$ cat src/rtl/dataflow_deadlock_monitor_if.sv
// -----------------------------------------------------------------------------
// dataflow_deadlock_monitor_if
//   Groups the wait-for-graph inputs and the deadlock report of
//   dataflow_deadlock_monitor.
//
//   Signals:
//     proc_blk      [N_PROC]       bit i = process i is stalled on a channel
//     proc_dep_id   [N_PROC*ID_W]  slice i = id of the process i waits on
//     dl_clear                     pulse: clear sticky results, re-arm
//     busy                         monitor is walking or tracing the graph
//     dl_detect                    sticky: circular wait found
//     dl_origin     [ID_W]         first repeated node of the cycle
//     dl_cycle_mask [N_PROC]       processes forming the cycle
//     dl_cycle_len  [ID_W+1]       popcount of dl_cycle_mask
//     dl_timeout                   sticky watchdog flag
//
//   Modports: master drives the graph (dataflow region / bench),
//             slave is the monitor.
// -----------------------------------------------------------------------------
interface dataflow_deadlock_monitor_if #(
  parameter int N_PROC = 3,
  parameter int ID_W   = 2
);
  logic [N_PROC-1:0]      proc_blk;
  logic [N_PROC*ID_W-1:0] proc_dep_id;
  logic                   dl_clear;
  logic                   busy;
  logic                   dl_detect;
  logic [ID_W-1:0]        dl_origin;
  logic [N_PROC-1:0]      dl_cycle_mask;
  logic [ID_W:0]          dl_cycle_len;
  logic                   dl_timeout;

  modport master (
    output proc_blk, proc_dep_id, dl_clear,
    input  busy, dl_detect, dl_origin, dl_cycle_mask, dl_cycle_len, dl_timeout
  );

  modport slave (
    input  proc_blk, proc_dep_id, dl_clear,
    output busy, dl_detect, dl_origin, dl_cycle_mask, dl_cycle_len, dl_timeout
  );
endinterface

$ cat src/rtl/dataflow_deadlock_monitor.sv
// -----------------------------------------------------------------------------
// dataflow_deadlock_monitor
//   Wait-for-graph deadlock monitor for an HLS dataflow region. Once the
//   blocked/dependency picture has been stable for STALL_CYCLES, the graph is
//   snapshotted and walked one node per cycle (WALK) from the lowest blocked
//   process. A chain reaching a running node restarts from the next untried
//   blocked process; revisiting a node marks a cycle, which is then traced
//   once around (TRACE) to build the membership mask. The result is sticky
//   until dl_clear.
//
//   Ports:
//     clock  system clock
//     reset  asynchronous active-low reset
//     mon    dataflow_deadlock_monitor_if.slave (graph in, report out)
//
//   Optional feature: define DL_TIMEOUT_EN to build a watchdog that sets the
//   sticky dl_timeout after TIMEOUT_CYCLES consecutive cycles with any
//   process blocked. Without it dl_timeout is tied to 0.
// -----------------------------------------------------------------------------
module dataflow_deadlock_monitor #(
  parameter int N_PROC         = 3,
  parameter int ID_W           = 2,
  parameter int STALL_CYCLES   = 16,
  parameter int TIMEOUT_CYCLES = 4096
) (
  input logic                        clock,
  input logic                        reset,
  dataflow_deadlock_monitor_if.slave mon
);

  generate
    if (N_PROC < 2 || N_PROC > 32 || (2 ** ID_W) < N_PROC ||
        STALL_CYCLES < 1 || TIMEOUT_CYCLES < 1) begin : g_bad_params
      $error("dataflow_deadlock_monitor: illegal parameter combination");
    end
  endgenerate

  localparam int SC_W = $clog2(STALL_CYCLES + 1);
  localparam logic [SC_W-1:0] STALL_MAX = SC_W'(STALL_CYCLES);

  typedef enum logic [1:0] {IDLE, WALK, TRACE, DONE} state_t;

  // ---------------------------------------------------------------------------
  // Helpers: index-free access so ids >= N_PROC never address past the vector.
  // ---------------------------------------------------------------------------
  function automatic logic [N_PROC-1:0] onehot(input logic [ID_W-1:0] idx);
    logic [N_PROC-1:0] r;
    r = '0;
    for (int i = 0; i < N_PROC; i++)
      if (ID_W'(i) == idx) r[i] = 1'b1;
    return r;
  endfunction

  function automatic logic [ID_W-1:0] dep_of(input logic [N_PROC*ID_W-1:0] deps,
                                             input logic [ID_W-1:0]        idx);
    logic [ID_W-1:0] r;
    r = '0;
    for (int i = 0; i < N_PROC; i++)
      if (ID_W'(i) == idx) r = deps[i*ID_W +: ID_W];
    return r;
  endfunction

  function automatic logic [ID_W-1:0] lowest(input logic [N_PROC-1:0] v);
    logic [ID_W-1:0] r;
    r = '0;
    for (int i = N_PROC - 1; i >= 0; i--)
      if (v[i]) r = ID_W'(i);
    return r;
  endfunction

  function automatic logic [ID_W:0] popcount(input logic [N_PROC-1:0] v);
    logic [ID_W:0] r;
    r = '0;
    for (int i = 0; i < N_PROC; i++)
      r = r + (ID_W+1)'(v[i]);
    return r;
  endfunction

  // ---------------------------------------------------------------------------
  // State
  // ---------------------------------------------------------------------------
  state_t                 state,        state_n;
  logic [N_PROC-1:0]      prev_blk;
  logic [N_PROC*ID_W-1:0] prev_dep;
  logic [SC_W-1:0]        stall_cnt,    stall_n;
  logic                   armed,        armed_n;
  logic [N_PROC-1:0]      snap_blk,     snap_blk_n;
  logic [N_PROC*ID_W-1:0] snap_dep,     snap_dep_n;
  logic [N_PROC-1:0]      tried,        tried_n;
  logic [ID_W-1:0]        walk_origin,  walk_origin_n;
  logic [ID_W-1:0]        cur,          cur_n;
  logic [N_PROC-1:0]      visited,      visited_n;
  logic [ID_W-1:0]        cyc_origin,   cyc_origin_n;
  logic [N_PROC-1:0]      cyc_mask,     cyc_mask_n;
  logic                   detect_q,     detect_n;
  logic [ID_W-1:0]        origin_q,     origin_n;
  logic [N_PROC-1:0]      mask_q,       mask_n;
  logic [ID_W:0]          len_q,        len_n;

  logic                   in_changed;
  logic                   snap_diff;
  logic [ID_W-1:0]        cur_dep;
  logic [N_PROC-1:0]      cur_oh;
  logic [N_PROC-1:0]      visited_all;
  logic [N_PROC-1:0]      tried_all;
  logic [N_PROC-1:0]      untried;
  logic                   chain_ends;

  // ---------------------------------------------------------------------------
  // Next-state / datapath
  // ---------------------------------------------------------------------------
  always_comb begin
    // NOTE: every variable gets a default before any branch, so no path can
    // leave one unassigned and infer a latch.
    state_n       = state;
    stall_n       = stall_cnt;
    armed_n       = armed;
    snap_blk_n    = snap_blk;
    snap_dep_n    = snap_dep;
    tried_n       = tried;
    walk_origin_n = walk_origin;
    cur_n         = cur;
    visited_n     = visited;
    cyc_origin_n  = cyc_origin;
    cyc_mask_n    = cyc_mask;
    detect_n      = detect_q;
    origin_n      = origin_q;
    mask_n        = mask_q;
    len_n         = len_q;

    in_changed  = (mon.proc_blk != prev_blk) || (mon.proc_dep_id != prev_dep);
    snap_diff   = (mon.proc_blk != snap_blk) || (mon.proc_dep_id != snap_dep);
    cur_dep     = dep_of(snap_dep, cur);
    cur_oh      = onehot(cur);
    visited_all = visited | cur_oh;
    tried_all   = tried | onehot(walk_origin);
    untried     = snap_blk & ~tried_all;
    chain_ends  = !(|(snap_blk & cur_oh)) || (int'(cur_dep) >= N_PROC);

    if (mon.proc_blk == '0 || in_changed) stall_n = '0;
    else if (stall_cnt != STALL_MAX)      stall_n = stall_cnt + SC_W'(1);

    // Any change in the graph is a new situation worth searching.
    if (in_changed) armed_n = 1'b1;

    unique case (state)
      IDLE: begin
        if (stall_cnt == STALL_MAX && !detect_q && armed) begin
          state_n       = WALK;
          // The registered copy is exactly the picture that was counted stable.
          snap_blk_n    = prev_blk;
          snap_dep_n    = prev_dep;
          tried_n       = '0;
          walk_origin_n = lowest(prev_blk);
          cur_n         = lowest(prev_blk);
          visited_n     = '0;
        end
      end

      WALK: begin
        if (snap_diff) begin
          state_n = IDLE;
          stall_n = '0;
        end else if (chain_ends) begin
          tried_n = tried_all;
          if (untried == '0) begin
            state_n = IDLE;
            if (!in_changed) armed_n = 1'b0;
          end else begin
            walk_origin_n = lowest(untried);
            cur_n         = lowest(untried);
            // Nodes of a dead chain must not look like a revisit later.
            visited_n     = '0;
          end
        end else if (|(visited_all & onehot(cur_dep))) begin
          visited_n    = visited_all;
          cyc_origin_n = cur_dep;
          cur_n        = cur_dep;
          cyc_mask_n   = '0;
          state_n      = TRACE;
        end else begin
          visited_n = visited_all;
          cur_n     = cur_dep;
        end
      end

      TRACE: begin
        if (snap_diff) begin
          state_n = IDLE;
          stall_n = '0;
        end else begin
          cyc_mask_n = cyc_mask | cur_oh;
          cur_n      = cur_dep;
          if (cur_dep == cyc_origin) begin
            detect_n = 1'b1;
            origin_n = cyc_origin;
            mask_n   = cyc_mask | cur_oh;
            len_n    = popcount(cyc_mask | cur_oh);
            state_n  = DONE;
          end
        end
      end

      DONE: ;

      default: state_n = IDLE;
    endcase

    // A clear overrides everything, including a walk starting this cycle.
    if (mon.dl_clear) begin
      state_n  = IDLE;
      armed_n  = 1'b1;
      stall_n  = '0;
      detect_n = 1'b0;
      origin_n = '0;
      mask_n   = '0;
      len_n    = '0;
    end
  end

  // ---------------------------------------------------------------------------
  // Registers
  // ---------------------------------------------------------------------------
  // NOTE: the snapshot and walk registers are reset too; they are small and a
  // defined reset image keeps the first abort comparison free of X.
  always_ff @(posedge clock or negedge reset) begin
    if (!reset) begin
      state       <= IDLE;
      prev_blk    <= '0;
      prev_dep    <= '0;
      stall_cnt   <= '0;
      armed       <= 1'b1;
      snap_blk    <= '0;
      snap_dep    <= '0;
      tried       <= '0;
      walk_origin <= '0;
      cur         <= '0;
      visited     <= '0;
      cyc_origin  <= '0;
      cyc_mask    <= '0;
      detect_q    <= 1'b0;
      origin_q    <= '0;
      mask_q      <= '0;
      len_q       <= '0;
    end else begin
      // NOTE: non-blocking assignments so every register samples the values
      // from before this edge, independent of statement order.
      state       <= state_n;
      prev_blk    <= mon.proc_blk;
      prev_dep    <= mon.proc_dep_id;
      stall_cnt   <= stall_n;
      armed       <= armed_n;
      snap_blk    <= snap_blk_n;
      snap_dep    <= snap_dep_n;
      tried       <= tried_n;
      walk_origin <= walk_origin_n;
      cur         <= cur_n;
      visited     <= visited_n;
      cyc_origin  <= cyc_origin_n;
      cyc_mask    <= cyc_mask_n;
      detect_q    <= detect_n;
      origin_q    <= origin_n;
      mask_q      <= mask_n;
      len_q       <= len_n;
    end
  end

  assign mon.busy          = (state == WALK) || (state == TRACE);
  assign mon.dl_detect     = detect_q;
  assign mon.dl_origin     = origin_q;
  assign mon.dl_cycle_mask = mask_q;
  assign mon.dl_cycle_len  = len_q;

  // ---------------------------------------------------------------------------
  // Watchdog: counts consecutive blocked cycles regardless of graph changes,
  // catching livelock and stalls on external I/O that form no cycle.
  // ---------------------------------------------------------------------------
`ifdef DL_TIMEOUT_EN
  localparam int TO_W = $clog2(TIMEOUT_CYCLES + 1);
  localparam logic [TO_W-1:0] TO_MAX = TO_W'(TIMEOUT_CYCLES);

  logic [TO_W-1:0] wd_cnt;
  logic            timeout_q;

  always_ff @(posedge clock or negedge reset) begin
    if (!reset) begin
      wd_cnt    <= '0;
      timeout_q <= 1'b0;
    end else if (mon.dl_clear) begin
      wd_cnt    <= '0;
      timeout_q <= 1'b0;
    end else if (mon.proc_blk == '0) begin
      wd_cnt    <= '0;
    end else if (wd_cnt != TO_MAX) begin
      wd_cnt <= wd_cnt + TO_W'(1);
      if (wd_cnt == TO_MAX - TO_W'(1)) timeout_q <= 1'b1;
    end
  end

  assign mon.dl_timeout = timeout_q;
`else
  assign mon.dl_timeout = 1'b0;
`endif

endmodule

$ cat src/flat_wrapper.sv
// flat-port wrapper written by rule: the top's interface ports become plain ports
module dataflow_deadlock_monitor_flat 
#(
  parameter int N_PROC         = 3,
  parameter int ID_W           = 2,
  parameter int STALL_CYCLES   = 16,
  parameter int TIMEOUT_CYCLES = 4096
)
  (clock, reset, mon_proc_blk, mon_proc_dep_id, mon_dl_clear, mon_busy, mon_dl_detect, mon_dl_origin, mon_dl_cycle_mask, mon_dl_cycle_len, mon_dl_timeout);
  dataflow_deadlock_monitor_if #(.N_PROC(N_PROC), .ID_W(ID_W)) mon_i ();
  input logic clock;
  input logic reset;
  input wire logic [$bits(mon_i.proc_blk)-1:0] mon_proc_blk;
  input wire logic [$bits(mon_i.proc_dep_id)-1:0] mon_proc_dep_id;
  input wire logic [$bits(mon_i.dl_clear)-1:0] mon_dl_clear;
  output wire logic [$bits(mon_i.busy)-1:0] mon_busy;
  output wire logic [$bits(mon_i.dl_detect)-1:0] mon_dl_detect;
  output wire logic [$bits(mon_i.dl_origin)-1:0] mon_dl_origin;
  output wire logic [$bits(mon_i.dl_cycle_mask)-1:0] mon_dl_cycle_mask;
  output wire logic [$bits(mon_i.dl_cycle_len)-1:0] mon_dl_cycle_len;
  output wire logic [$bits(mon_i.dl_timeout)-1:0] mon_dl_timeout;
  assign mon_i.proc_blk = mon_proc_blk;
  assign mon_i.proc_dep_id = mon_proc_dep_id;
  assign mon_i.dl_clear = mon_dl_clear;
  assign mon_busy = mon_i.busy;
  assign mon_dl_detect = mon_i.dl_detect;
  assign mon_dl_origin = mon_i.dl_origin;
  assign mon_dl_cycle_mask = mon_i.dl_cycle_mask;
  assign mon_dl_cycle_len = mon_i.dl_cycle_len;
  assign mon_dl_timeout = mon_i.dl_timeout;
  dataflow_deadlock_monitor #(.N_PROC(N_PROC), .ID_W(ID_W), .STALL_CYCLES(STALL_CYCLES), .TIMEOUT_CYCLES(TIMEOUT_CYCLES)) u_core (.clock(clock), .reset(reset), .mon(mon_i));
endmodule
$ cat config.mk
export PLATFORM = sky130hd
export DESIGN_NAME = dataflow_deadlock_monitor_flat
export DESIGN_NICKNAME = d
export VERILOG_FILES = /design/src/rtl/dataflow_deadlock_monitor_if.sv /design/src/rtl/dataflow_deadlock_monitor.sv /design/src/flat_wrapper.sv
export SDC_FILE = /design/constraint.sdc
export NUM_CORES = 1
export LEC_CHECK = 0
export BUFFER_PORTS_ARGS = -buffer_cell sky130_fd_sc_hd__buf_2
export CAP_MARGIN = 20
export CORE_ASPECT_RATIO = 1.25
export CORE_MARGIN = 10
export CORE_UTILIZATION = 30
export DETAILED_ROUTE_END_ITERATION = 7
export HOLD_SLACK_MARGIN = 0.06
export PLACE_DENSITY = 0.48
export RECOVER_POWER = 100
export SLEW_MARGIN = 20
export SYNTH_ARGS = -nofsm -noshare
export SYNTH_HDL_FRONTEND = slang
export SYNTH_SLANG_ARGS = --single-unit
$ cat constraint.sdc
create_clock -name clock -period 2.3 [get_ports clock]
set_input_delay 0.115 -clock clock [delete_from_list [all_inputs] [get_ports clock]]
set_output_delay 0.115 -clock clock [all_outputs]
set_load 0.005 [all_outputs]
# Word level (Yosys, flattened, before mapping)
# Index checks and enable logic that the tools add are counted.
[classes]
n_reduce_logical = 33
n_addsub = 3
n_eq_ne = 28
muxes = 86
n_bitwise = 9
order_cmp = 1
[op_table]
columns = ["op", "n"]
rows = [
  ["$mux 2", 28],
  ["$mux 3", 18],
  ["$mux 1", 29],
  ["$mux 5", 5],
  ["$reduce_and 5->1", 4],
  ["$pmux 3 s2", 3],
  ["$ne 6x6->1", 2],
  ["$pmux 2 s3", 2],
  ["$reduce_and 4->1", 3],
  ["$ne 2x2->1 const B", 5],
  ["$and 3x3->3", 3],
  ["$or 3x3->3", 3],
  ["$logic_not 2->1", 4],
  ["$reduce_bool 2->1", 4],
  ["$eq 1x2->1 const A", 3],
  ["$eq 2x2->1 const A", 3],
  ["$logic_not 3->1", 2],
  ["$ne 2x1->1 const B", 3],
  ["$ne 3x3->1", 2],
  ["$reduce_or 3->1", 2],
  ["$add 5x1->5 const B", 1],
  ["$eq 5x5->1 const B", 1],
  ["$logic_or 1x1->1", 5],
  ["$ne 5x2->1 const B", 1],
  ["21 further kinds", 24],
]
[word_totals]
ff_bits = 50

# Longest topological paths before layout
# Gate-level depths: netlist (run 1).
[depth]
word_depth = 16
ltp_mapped = 9
depth_no_buf = 8

# Worst setup path after synthesis (run 1)
# No wires, ideal clock.
[synth_timing]
path_type = "register to register"
startpoint = "register u_core.cur[0]"
endpoint = "register u_core.len_q[2], in the netlist u_core.mon.dl_cycle_len[2]"
t_arrival_ns = 1.921
slack_ns = 0.258
synth_period_minus_slack_ns = 2.042
path_stages_with_launch = 8
setup_ns = 0.121
path_buffers = 2
cell_sequence = "dfrtp_1 > buf_4 > buf_2 > o21ai_0 > ha_1 > ha_1 > ha_1 > a22o_1"
[synth_between]
elab_chain_len = 9
[synth_lines]
columns = ["element", "line", "source"]
rows = [
  ["from (decl)", "dataflow_deadlock_monitor.sv:91", "logic [ID_W-1:0] cur, cur_n;"],
  ["from (signal assigned)", "dataflow_deadlock_monitor.sv:257", "cur <= cur_n;"],
  ["$eq 1x2->1 or $logic_not 2->1 (tied branches)", "dataflow_deadlock_monitor.sv:50, dataflow_deadlock_monitor.sv:59", ""],
  ["$mux 1", "dataflow_deadlock_monitor.sv:50", "if (ID_W'(i) == idx) r[i] = 1'b1;"],
  ["$or 3x3->3", "dataflow_deadlock_monitor.sv:198", "len_n = popcount(cyc_mask | cur_oh);"],
  ["$add 1x1->2", "dataflow_deadlock_monitor.sv:75", "r = r + (ID_W+1)'(v[i]);"],
  ["$add 3x1->3", "dataflow_deadlock_monitor.sv:75", ""],
  ["$mux 3", "dataflow_deadlock_monitor.sv:194", "if (cur_dep == cyc_origin) begin"],
  ["$mux 3", "dataflow_deadlock_monitor.sv:188", "if (snap_diff) begin"],
  ["$mux 3", "dataflow_deadlock_monitor.sv:146", "unique case (state)"],
  ["$mux 3", "dataflow_deadlock_monitor.sv:210", "if (mon.dl_clear) begin"],
  ["to (signal assigned)", "dataflow_deadlock_monitor.sv:264", "len_q <= len_n;"],
  ["to (decl)", "dataflow_deadlock_monitor.sv:98", "logic [ID_W:0] len_q, len_n;"],
]
# Parallel ways exist; a longest one is shown, timed or not. The select of a mux whose other input is x is not followed.
# A chain may end at the register's enable or synchronous reset.

# Worst setup path in the final report (run 1)
[layout_timing]
startpoint = "input port mon_proc_dep_id[3]"
endpoint = "register u_core.state[0]"
[layout_between]
elab_chain_len = 5
[layout_lines]
columns = ["element", "line", "source"]
rows = [
  ["from (decl)", "flat_wrapper.sv:14", "input wire logic [$bits(mon_i.proc_dep_id)-1:0] mon_proc_dep_id;"],
  ["$ne 6x6->1 *", "dataflow_deadlock_monitor.sv:132", "snap_diff = (mon.proc_blk != snap_blk) || (mon.proc_dep_id != snap_dep);"],
  ["$logic_or 1x1->1 *", "dataflow_deadlock_monitor.sv:132", ""],
  ["$mux 2 (on tied branches)", "dataflow_deadlock_monitor.sv:188, dataflow_deadlock_monitor.sv:161", ""],
  ["$pmux 2 s3", "dataflow_deadlock_monitor.sv:146", ""],
  ["$mux 2", "dataflow_deadlock_monitor.sv:210", ""],
  ["to (signal assigned)", "dataflow_deadlock_monitor.sv:248", "state <= state_n;"],
  ["to (decl)", "dataflow_deadlock_monitor.sv:82", "state_t state, state_n;"],
]
# Mark *: on every way between the ends. The rest lies on a longest branch, timed or not.

==> qor.txt, run 1 <==
Worst min-delay path class = reg2reg
Die W = 109 µm
Largest net degree at the start of global routing = 51
GP Congestion = 0.838
Ports = 23
CP arrival = 2.37 ns
Nets = 360
Worst setup SP type = input port
Worst VDD drop = 0.297 mV
N_diodes = 0
Crit path required time = 2.48 ns
Highest-count cells in the layout ignoring fill and taps = 47 x dfrtp_1, 19 x xor2_1, 18 x nand2_1
Cell count of the worst hold path = 1
Root buf cell = clkbuf_16
Final Hold Vio Count = 0
Worst-path clk slew = 0.07 ns
Die H = 131 µm
Power density over the cells = 716 nW/µm²
Hold Crit Start = u_core.tried[2]
Hold endpoint = u_core.tried[2]
P&R area growth vs syn = 20.6%
Die ar. = 14300 µm²
GRT overflow = 0
Crit. End Element = flop
Leak pwr = 1.56 nW
Fmax = 457 MHz
First-pass GRT wire length = 12.3 mm
Setup TNS = 0 ns
WL/cell = 16.1 µm
Initial Util = 30.8%
Sequential fraction of the synthesis area = 42.4%
FF-to-FF path depth = 6
Yosys Warn Count = 0
Flops & latches, synth = 50
Synth Area per Inst = 10.2 µm²
Synth Flop Type = dfrtp_1
Minimum clock period = 2.19 ns
Critical path type = in2reg
WL final = 7.49 mm
Clock skew = 0.00399 ns
Setup violators final = 0
Placed cell count = 442
Initial DRC count = 115
Area occupied by multi-input gates = 1570 µm²
Post-place instance area = 3280 µm²
Post-Syn Area = 2960 µm²
DRC Markers = 0
Via density = 4.91
Status = finished, final reports clean
Synth unique cells = 68
Antenna violations before repair = 0
Layout cells sized above 1 = 19.2%
Worst R2R End = u_core.state[0]
Htree depth = 2
Least-Margin Pin Slew = 1.28 ns
Max_cap viols = 0
Num CTS Buffers = 5
FP Rows = 40
Fin cells = 465
Commonest non-fill, non-tap cell in the layout = dfrtp_1
Vias in the first global route = 2420
Critical Path Fanout Max = 7
Worst skew pair latency = 0.30 ns
Fin crit share = 95.2%
Detail Route Antenna Nets = 0
Post-synth EDFFs = 0
CTS Sinks = 50
Crit path launch = mon_proc_dep_id[3]
R2R setup slack = 0.15 ns
Vias = 2283
Drt pass-1 iters = 4
Core area = 9610 µm²
Final Slew Violations = 0
RSZ-0062 raised after global routing = false
Register area = 1250 µm²
Syn nets = 312
CTS tree = yes
Port Buf Inserts = 21
Rel. slew slack = 15.0%
Total track usage = 11.1%
Fin area = 3560 µm²
RR Startpoint = u_core.snap_dep[3]
Post-synth ARST share = 100%
DP Wirelength = 5.68 mm
Cells after synthesis = 290
Clock tree buffer depth = 2
Filler cell count = 1004
-- metal layers --
| metal | vias to the layer above | track usage [%] | part of all wire [%] |
|---|---|---|---|
| li1 | 1144 | - | - |
| met1 | 1090 | 13.3 | 46 |
| met2 | 43 | 19.2 | 50 |
| met3 | 6 | 2.30 | 3.4 |
| met4 | 0 | 3.73 | 1.5 |
| met5 | - | 0 | 0 |
-- critical path, stage by stage --
cell and delay, ns:
dlygate4sd3_1 0.52, buf_2 0.14, xor2_1 0.15, nor4_2 0.38
nand3_2 0.25, o31ai_1 0.29, a32o_2 0.19, mux2_1 0.32
-- through the flow --
step	setup WS (ns)	total power, mW	utilization (%)	hold slack (ns)
floorplan	0.258	1.50	-	-0.181
global placement	0.102	1.73	34.1	0.276
detailed placement	0.0642	1.73	34.1	0.277
CTS	0.0355	2.58	37.0	0.489
global route	0.0123	2.71	37.1	0.517
finish	0.111	2.55	37.1	0.484
-- cell families (layout without fill, tap and decap cells) --
logic type,after synthesis,in the layout,synth area share [%]
simple gates,87,87,16.3
compound gates,69,69,17.2
flops,50,50,42.4
buf+inv,30,79,4.78
mux,22,22,8.51
xor+xnor,21,21,6.22
fa+ha+maj,10,10,4.49
other cells,1,1,0.127
-- repair_timing --
item,in CTS,in global routing
hold buffers,11,0
gates resized for setup,0,7
setup buffers,0,4
endpoints found under the hold margin,59,0
setup endpoints to repair,0,16
-- sequential cells by signal (all words and copies together), names as in the netlist, 3 cells and up --
name,cells
u_core.prev_blk,3
u_core.prev_dep,6
u_core.stall_cnt,5
u_core.snap_dep,6
u_core.mon.dl_cycle_len,3
u_core.visited,3
u_core.mon.dl_cycle_mask,3
u_core.cyc_mask,3
u_core.tried,3
u_core.snap_blk,3
-- layout make-up --
class | count | area share, %
sequential | 50 | 35.2
clock buffer | 8 | 4.67
inverter | 17 | 1.79
tap | 126 | 4.42
multi-input combinational | 210 | 44.1
timing repair buffer | 54 | 9.79
-- where the power goes --
part | total (mW) | leakage, nW | switching (mW) | internal (mW)
Clock | 0.827 | 0.0832 | 0.334 | 0.493
Combinational | 0.686 | 0.816 | 0.383 | 0.302
Sequential | 1.04 | 0.662 | 0.0952 | 0.944
-- synth_stat cells (3+ instances only) --
master | n | area share, %
dfrtp_1 | 49 | 41
and3_1 | 5 | 1.1
nand4_1 | 4 | 0.85
o22a_1 | 5 | 1.5
o21ai_0 | 8 | 1.4
buf_2 | 4 | 0.68
nor3_1 | 8 | 1.4
o22ai_1 | 3 | 0.63
nor2_1 | 16 | 2.0
mux2i_1 | 5 | 1.7
xor2_1 | 19 | 5.6
nor4_1 | 3 | 0.63
nand3_1 | 6 | 1.0
nand2_1 | 18 | 2.3
clkbuf_1 | 3 | 0.38
a21oi_1 | 14 | 2.4
nand2b_1 | 5 | 1.1
or3_1 | 3 | 0.63
mux2_1 | 3 | 1.1
a22o_1 | 8 | 2.4
mux2_2 | 11 | 4.2
a21o_1 | 3 | 0.76
and4_1 | 3 | 0.89
a31oi_1 | 3 | 0.63
nor2b_1 | 5 | 1.1
ha_1 | 9 | 3.8
inv_1 | 17 | 2.2
-- worst max path at each step --
stage / end / slack (ns) / cells past startpoint
finish: u_core.state[0] / 0.11 / 8
global route: u_core.cur[1] / 0.01 / 8
CTS: u_core.visited[1] / 0.04 / 8
detailed placement: u_core.cur[1] / 0.06 / 6
global placement: u_core.cur[1] / 0.10 / 6
floorplan: u_core.mon.dl_cycle_len[2] / 0.26 / 7
No activity file was read; power rests on OpenSTA's default activity.
==> run 2: changes to the inputs <==
Settings changed: CORE_UTILIZATION 30 to 60, PLACE_DENSITY 0.48 to 0.91.
==> run 2 against run 1 <==
Effect of this change: the flow now finishes with violations (setup timing); worst hold slack got worse by 0.077 ns; first-iteration DRC count grew 110%; non-clock buffer count decreased by 4; highest routed layer unchanged; combinational power grew 5.4%.
==> qor.txt, run 2 (synthesized netlist as in run 1, its figures left out) <==
Met3 usage = 4.00%
Minimum clock period = 2.30 ns
DP Wirelength = 5.22 mm
Initial DRC count = 241
Worst min-delay path class = in2async
WL final = 7.16 mm
Antenna violations before repair = 0
Worst path cell trace = mux2_4 > mux2_4 > a21oi_1 > a21oi_1 > nor4b_1 > mux2_1
Die W = 82.8 µm
Htree depth = 2
Leak pwr = 1.51 nW
Critical Path Fanout Max = 12
N_diodes = 0
Status = finished, violations left
Root buf cell = clkbuf_8
Failing checks = setup timing
Num CTS Buffers = 5
Rel. slew slack = 44.8%
Slowest CP cell = dfrtp_2
Detail Route Antenna Nets = 0
Worst-path clk slew = 0.09 ns
Crit path required time = 2.55 ns
CP arrival = 2.55 ns
DRC Markers = 0
Post-CTS Setup Repair Bufs = 0
Final Util = 70.9%
Initial Util = 62.1%
Largest net degree at the start of global routing = 24
Fmax = 435 MHz
Final Slew Violations = 0
Worst R2R End = u_core.state[1]
R2R setup slack = -0.0003 ns
FF-to-FF path depth = 6
First-pass GRT wire length = 11.8 mm
Crit. End Element = flop
WL/cell = 18.1 µm
Ports = 23
Highest-count cells in the layout ignoring fill and taps = 48 x dfrtp_1, 19 x xor2_1, 19 x clkbuf_1
RR Startpoint = u_core.cur[1]
Nets = 356
GP Congestion = 1.03
Clock skew = 0.00761 ns
Vias = 2497
Die H = 98.5 µm
P&R area growth vs syn = 14.2%
Crit path max-delay family = multiplexers
Layout cells sized above 1 = 16.1%
Total track usage = 18.1%
Max_cap viols = 0
Power density over the cells = 697 nW/µm²
Worst VDD drop = 0.504 mV
Final Hold Vio Count = 0
CTS Sinks = 50
Met1 Use GR = 20.1%
Commonest non-fill, non-tap cell in the layout = dfrtp_1
GRT overflow = 0
Drt pass-1 iters = 7
Die ar. = 8150 µm²
Port Buf Inserts = 21
Bufs and invs on worst path = 0
Vias in the first global route = 2526
Largest registers = u_core.prev_dep (6), u_core.snap_dep (6), u_core.stall_cnt (5)
Fin cells = 395
Fin crit share = 100%
Setup TNS = -0.000263 ns
Routing usage on met2 = 30.6%
Worst setup SP type = flop
Setup violators final = 1
Least-Margin Pin Slew = 0.828 ns
Core area = 4760 µm²
CTS tree = yes
Via density = 6.32
Critical path type = reg2reg
Worst skew pair latency = 0.31 ns
GRT busiest layer = met2
Slowest stage delay, CP = 0.53 ns
Placed cell count = 376
Clock tree buffer depth = 2
FP Rows = 28
Final worst slack = -0.000263 ns
-- run 2: worst max-delay path by stage --
stage / from / endpoint / slack [ns] / cells past startpoint
finish: u_core.cur[1] / u_core.state[1] / -0.0003 / 6
global route: mon_proc_dep_id[3] / u_core.walk_origin[1] / -0.004 / 9
CTS: u_core.cur[1] / u_core.mon.dl_cycle_mask[2] / 0.07 / 6
detailed placement: u_core.cur[1] / u_core.mon.dl_cycle_mask[2] / 0.1 / 6
global placement: u_core.snap_blk[1] / u_core.visited[0] / 0.18 / 6
floorplan: u_core.cur[0] / u_core.mon.dl_cycle_len[2] / 0.26 / 7
-- run 2: worst reg2reg max path: cells and delay by family (launching register included) --
family,cells,cell delay [ns]
DFF,1,0.53
muxes,3,0.84
and+or+nand+nor,1,0.37
AOI/OAI and AO/OA,2,0.50
-- run 2: layout make-up --
type / count / area (µm²)
multi-input cells: 210 / 1560
flip-flops and latches: 50 / 1250
inverters: 17 / 63.8
clock buffers: 6 / 72.6
well taps: 60 / 75.1
repair buffers: 50 / 315
fillers: 367 / 1390
clock inverters: 2 / 37.5
-- run 2: stage by stage --
stage	power (mW)	setup slack [ns]	area [µm²]	hold WS, ns
5_1_grt	2.47	-0.00397	3380	0.466
3_3_place_gp	1.69	0.176	3190	0.0333
3_5_place_dp	1.72	0.0976	3190	0.0358
4_1_cts	2.35	0.0728	3410	0.249
2_1_floorplan	1.50	0.258	2960	-0.181
6_report	2.36	-0.000263	3380	0.406
-- run 2: power by group --
group          internal (mW)  switching (mW)
combinational          0.301           0.422
clock                  0.325           0.293
sequential             0.941          0.0737
total                   1.57           0.789
-- run 2: timing repair --
action | CTS | global route
resized for setup | 0 | 2
hold buffers | 11 | 0
endpoints found under the hold margin | 36 | 0
setup endpoints to repair | 0 | 12
-- run 2: layer usage --
layer	routed length (µm)	share of wire [%]
met1	2670	37
met5	0	0
met4	359	5.0
met3	451	6.3
met2	3680	51
